**src/rtl/instr_fetch_if.sv**
```systemverilog
// Instruction fetch bus: program control (start/stall/branch/target), the
// instruction-memory read port, the decode-side instruction/opcode and status.
//   master : the fetch sequencer (drives imem_addr, instr, opcode, status)
//   slave  : the surrounding system (drives control inputs and imem_data)
interface instr_fetch_if #(
  parameter int unsigned PC_W    = 10,
  parameter int unsigned INSTR_W = 9,
  parameter int unsigned CNT_W   = 16
) ();

  localparam int unsigned OP_W = 6;

  logic               start;
  logic               stall;
  logic               branch;
  logic [PC_W-1:0]    target;
  logic [PC_W-1:0]    imem_addr;
  logic [INSTR_W-1:0] imem_data;
  logic [INSTR_W-1:0] instr;
  logic [OP_W-1:0]    opcode;
  logic               valid;
  logic               busy;
  logic               done;
  logic [CNT_W-1:0]   cycle_count;

  modport master (
    input  start, stall, branch, target, imem_data,
    output imem_addr, instr, opcode, valid, busy, done, cycle_count
  );

  modport slave (
    output start, stall, branch, target, imem_data,
    input  imem_addr, instr, opcode, valid, busy, done, cycle_count
  );

endinterface

```
**src/rtl/instr_fetch.sv**
```systemverilog
// Instruction fetch sequencer: holds the PC, drives the instruction-memory
// address, passes the fetched instruction/opcode to decode and runs an
// IDLE -> RUN -> DONE program sequence with a saturating RUN-cycle counter.
// Ports:
//   clk   : clock, rising edge
//   reset : synchronous, active-high reset (wins over start)
//   bus   : instr_fetch_if.master (control in, imem port, decode out, status)
module instr_fetch #(
  parameter int unsigned     PC_W       = 10,
  parameter int unsigned     INSTR_W    = 9,
  parameter logic [PC_W-1:0] START_ADDR = '0,
  parameter logic [5:0]      HALT_OP    = 6'b111111,
  parameter int unsigned     CNT_W      = 16
) (
  input  logic          clk,
  input  logic          reset,
  instr_fetch_if.master bus
);

  localparam int unsigned      OP_W    = 6;
  localparam logic [CNT_W-1:0] CNT_MAX = '1;

  typedef enum logic [1:0] {IDLE, RUN, DONE} state_t;

  state_t           state_q, state_d;
  logic [PC_W-1:0]  pc_q, pc_d;
  logic [CNT_W-1:0] cnt_q, cnt_d;
  logic             valid_q, done_q;
  logic [OP_W-1:0]  opcode_c;

  // Zero-cycle fetch: instruction and opcode come straight from the async ROM.
  assign opcode_c        = bus.imem_data[INSTR_W-1 -: OP_W];
  assign bus.instr       = bus.imem_data;
  assign bus.opcode      = opcode_c;
  assign bus.imem_addr   = pc_q;
  assign bus.cycle_count = cnt_q;
  assign bus.valid       = valid_q;
  assign bus.busy        = valid_q;
  assign bus.done        = done_q;

  // Next-state, next-PC and next-count selection.
  always_comb begin
    state_d = state_q;
    pc_d    = pc_q;
    cnt_d   = cnt_q;
    case (state_q)
      IDLE, DONE: begin
        if (bus.start) begin
          state_d = RUN;
          pc_d    = START_ADDR;
          cnt_d   = '0;
        end
      end
      RUN: begin
        // Every RUN edge counts, including stall and halt edges.
        if (cnt_q != CNT_MAX) cnt_d = cnt_q + CNT_W'(1);
        if (!bus.stall) begin
          if (opcode_c == HALT_OP) begin
            state_d = DONE;           // PC stays on the halt instruction
          end else if (bus.branch) begin
            pc_d = bus.target;
          end else begin
            pc_d = pc_q + PC_W'(1);   // wraps silently at 2^PC_W
          end
        end
      end
      default: begin
        state_d = IDLE;
        pc_d    = START_ADDR;
        cnt_d   = '0;
      end
    endcase
  end

  // State register; status flags are registered from the next state.
  always_ff @(posedge clk) begin
    if (reset) begin
      state_q <= IDLE;
      pc_q    <= START_ADDR;
      cnt_q   <= '0;
      valid_q <= 1'b0;
      done_q  <= 1'b0;
    end else begin
      state_q <= state_d;
      pc_q    <= pc_d;
      cnt_q   <= cnt_d;
      valid_q <= (state_d == RUN);
      done_q  <= (state_d == DONE);
    end
  end

endmodule
```
**src/flat_wrapper.sv**
```systemverilog
// flat-port wrapper written by rule: the top's interface ports become plain ports
module instr_fetch_flat 
#(
  parameter int unsigned     PC_W       = 10,
  parameter int unsigned     INSTR_W    = 9,
  parameter logic [PC_W-1:0] START_ADDR = '0,
  parameter logic [5:0]      HALT_OP    = 6'b111111,
  parameter int unsigned     CNT_W      = 16
)
  (clk, reset, bus_start, bus_stall, bus_branch, bus_target, bus_imem_data, bus_imem_addr, bus_instr, bus_opcode, bus_valid, bus_busy, bus_done, bus_cycle_count);
  instr_fetch_if #(.PC_W(PC_W), .INSTR_W(INSTR_W), .CNT_W(CNT_W)) bus_i ();
  input  logic clk;
  input  logic reset;
  input wire logic [$bits(bus_i.start)-1:0] bus_start;
  input wire logic [$bits(bus_i.stall)-1:0] bus_stall;
  input wire logic [$bits(bus_i.branch)-1:0] bus_branch;
  input wire logic [$bits(bus_i.target)-1:0] bus_target;
  input wire logic [$bits(bus_i.imem_data)-1:0] bus_imem_data;
  output wire logic [$bits(bus_i.imem_addr)-1:0] bus_imem_addr;
  output wire logic [$bits(bus_i.instr)-1:0] bus_instr;
  output wire logic [$bits(bus_i.opcode)-1:0] bus_opcode;
  output wire logic [$bits(bus_i.valid)-1:0] bus_valid;
  output wire logic [$bits(bus_i.busy)-1:0] bus_busy;
  output wire logic [$bits(bus_i.done)-1:0] bus_done;
  output wire logic [$bits(bus_i.cycle_count)-1:0] bus_cycle_count;
  assign bus_i.start = bus_start;
  assign bus_i.stall = bus_stall;
  assign bus_i.branch = bus_branch;
  assign bus_i.target = bus_target;
  assign bus_i.imem_data = bus_imem_data;
  assign bus_imem_addr = bus_i.imem_addr;
  assign bus_instr = bus_i.instr;
  assign bus_opcode = bus_i.opcode;
  assign bus_valid = bus_i.valid;
  assign bus_busy = bus_i.busy;
  assign bus_done = bus_i.done;
  assign bus_cycle_count = bus_i.cycle_count;
  instr_fetch #(.PC_W(PC_W), .INSTR_W(INSTR_W), .START_ADDR(START_ADDR), .HALT_OP(HALT_OP), .CNT_W(CNT_W)) u_core (.clk(clk), .reset(reset), .bus(bus_i));
endmodule
```
**config.mk**
```make
export PLATFORM = sky130hd
export DESIGN_NAME = instr_fetch_flat
export DESIGN_NICKNAME = d
export VERILOG_FILES = /design/src/rtl/instr_fetch_if.sv /design/src/rtl/instr_fetch.sv /design/src/flat_wrapper.sv
export SDC_FILE = /design/constraint.sdc
export NUM_CORES = 1
export LEC_CHECK = 0
export ABC_AREA = 1
export BUFFER_PORTS_ARGS = -buffer_cell sky130_fd_sc_hd__buf_2
export CAP_MARGIN = 5
export CELL_PAD_IN_SITES_DETAIL_PLACEMENT = 1
export CELL_PAD_IN_SITES_GLOBAL_PLACEMENT = 1
export CORE_AREA = 2 2 80 82
export CTS_CLUSTER_SIZE = 30
export DETAILED_ROUTE_END_ITERATION = 8
export DIE_AREA = 0 0 82 84
export PLACE_DENSITY_LB_ADDON = 0.1
export SETUP_SLACK_MARGIN = 0.2
export SLEW_MARGIN = 10
export SYNTH_ARGS = -nofsm -noshare
export SYNTH_HDL_FRONTEND = slang
export SYNTH_SLANG_ARGS = --single-unit
```
**constraint.sdc**
```tcl
create_clock -name clk -period 1.9 [get_ports clk]
set_input_delay 0.095 -clock clk [delete_from_list [all_inputs] [get_ports clk]]
set_output_delay 0.095 -clock clk [all_outputs]
set_load 0.03 [all_outputs]
```
==> flow_summary.yaml <==
sta:
  finalCritPeriodShare: 0.840
  maxSlewViolCount: 0
  rsz0062_at_grt: "yes"
  tightest_slew_ns: 0.597
  setup_viol: 0
  relSlewSlack: 0.602
  post-route-min-period_ns: 1.60
  fin_setup_tns_ns: 0
  finalClockSkew_ns: 0.00934
  timing_hold_violations_final: 0
  setup_ws_ns: 0.304
  max_freq_ghz: 0.627
pwr:
  power_density_nw_per_um2: 589
  p_leak_uw: 0.00112
  peakVddDrop_uv: 293
global_route:
  grt_start_max_net_pins: 23
  antenna_found_initial: 0
  overflow: 0
  first_global_vias: 1962
  grt_pass1_wl_um: 9260
  grt_use_total: 0.172
clock_network:
  tritoncts: "yes"
  clk_pin_slew_ns: 0.06
  clock-root-buffer: "clkbuf_8"
  clkLatencyLatePin_ns: 0.29
  clock_sinks: 30
  clk_path_buf_depth: 2
  cts_buffers: 5
  htree_levels: 2
final_layout:
  final_nets: 384
  synthToLayoutAreaGrowth_pct: 19.3
  layout.cells.non_filler: 436
  antenna_cells: 0
  drive_gt1_frac: 0.329
  final_area_um2: 2470
placed_design:
  numPortBuffers: 61
  pre_cts_ws_ns: 0.190
  placedInstanceArea_um2: 2340
  gp_congestion: 0.746
  place_hpwl_um: 4300
  placed_cells: 425
logic_synthesis:
  synthCells: 303
  synth_compound_area_frac: 0.120
  syn_area_um2: 2070
  synth_warnings: 0
  ys_seq_elements: 30
  synth_xor_area_frac: 0.0211
  synth_area_leaders: "dfxtp_1 29%, nand2_1 12%, nor2_1 9.1%, buf_4 5.8%, inv_1 5.4%"
  ys.flop_type: "dfxtp_1"
  synthMuxAreaShare: 0
  synth_edf_count: 0
  yosysSeqAreaShare: 0.290
  synthDistinctLibCells: 35
  yosysTopAreaCellShare: 0.290
  syn_nets: 329
  synthAdderAreaFrac: 0.0121
  async_flop_share: 0
  synth_area_leader_cell: "dfxtp_1"
  syn_area_per_cell_um2: 6.83
  yosys.area_share.simple: 0.405
  yosysMostFrequentCell: "nand2_1"
  synth_top_family_by_area: "simple AND/OR/NAND/NOR gates"
  synth_common_cells: "66 x nand2_1, 50 x nor2_1, 30 x dfxtp_1, 30 x inv_1"
drt:
  ant_nets: 0
  via_count: 2112
  dr.first_iter.drc_count: 39
  dr.pass1.iters: 4
  drc: 0
  routed_via_density: 4.84
  wirelength_um: 5720
  routedWlPerCell_um: 13.1
run:
  cap_violations: 0
critical_path:
  critical_path_class: "reg -> reg"
  worstPathArrival_ns: 1.78
  endpoint_kind: "flop"
  worst_ep_required_time_ns: 2.08
  path_max_fanout: 11
  start_kind: "flop"
floorplan:
  die_w_um: 82
  initial_core_util: 0.340
  dieArea_um2: 6890
  die_h_um: 84
  core_area_um2: 6100
  rows: 29
  ios: 68
outcome:
  status: "completed"
min_path:
  hp-class: "in -> reg"
path summary, 6_finish.rpt:
kind / endpoint / slack (ns) / depth (start not counted) / startpoint
setup / recovery: u_core.bus.cycle_count[7] / 0.30 / 7 / u_core.state_q[0]
hold / removal: u_core.bus.done / 0.14 / 4 / bus_start
setup reg to reg: u_core.bus.cycle_count[7] / 0.30 / 7 / u_core.state_q[0]
hold reg to reg: u_core.bus.imem_addr[9] / 0.51 / 2 / u_core.bus.imem_addr[9]
what timing repair did:
action / 4_1_cts / 5_1_grt
setup buffers: 0 / 3
resized for setup: 1 / 3
pin swaps: 0 / 1
endpoints found under the setup margin: 3 / 8
hold buffers: 0 / 0
cells by family after synthesis:
group,after synthesis
buffers and inverters,56
XOR/XNOR,5
AO/OA/AOI/OAI,37
adder cells (fa/ha/maj),2
flip-flops,30
AND/OR/NAND/NOR,173
metal layers:
layer,vias to the layer above,wire length [um],GRT usage
met1,989,2520,0.209
li1,1064,-,-
met5,-,0,0
met4,0,102,0.0545
met3,8,340,0.0411
met2,51,2760,0.291
cell type report:
class / count / area [um2]
multi-input combinational: 217 / 1170
inverter: 33 / 126
tap: 77 / 96.3
sequential: 30 / 602
fill: 819 / 3620
clock inverter: 1 / 5.00
timing repair buffer: 71 / 380
clock buffer: 7 / 86.3
placed cells by master, fill, tap and decap left out, types with 3 or more instances in the layout:
cell type   n
a211oi_1    3
a21oi_1    11
a21oi_2    10
buf_2      61
buf_4      10
clkbuf_8    6
dfxtp_1    29
inv_1      30
nand2_1    66
nand2_2    11
nand3_1    16
nand3_4     3
nand4_1    12
nor2_1     49
o21ai_0     8
or2_2       4
xor2_1      4
report_power, final:
| part | switching, uW | total (uW) | leakage [uW] | internal [uW] |
|---|---|---|---|---|
| logic | 167 | 244 | 0.000833 | 76.5 |
| clock network | 261 | 554 | 0.0000482 | 292 |
| registers | 16.8 | 659 | 0.000244 | 642 |
| total | 445 | 1460 | 0.00112 | 1010 |
critical path: stages (launching register included):
cell      delay, ns
dfxtp_1        0.37
nor2_4         0.16
clkinv_1       0.34
buf_4          0.32
nand3b_1       0.13
nand2_1        0.06
nand2_1        0.06
nor2_1         0.04
flip-flops by register name, indices dropped and copies added, names as in the netlist:
register	count
u_core.bus.busy	1
u_core.bus.imem_addr	10
u_core.bus.cycle_count	16
u_core.bus.done	1
u_core.state_q	2
metrics by stage:
step	hold WS (ns)	utilization	total power, uW
6_report	0.136	0.405	1460
3_5_place_dp	0.190	0.384	913
4_1_cts	0.129	0.399	1480
2_1_floorplan	0.173	-	881
3_3_place_gp	0.190	0.384	911
5_1_grt	0.135	0.405	1540
Note: power is estimated with default switching activity, not from simulation.
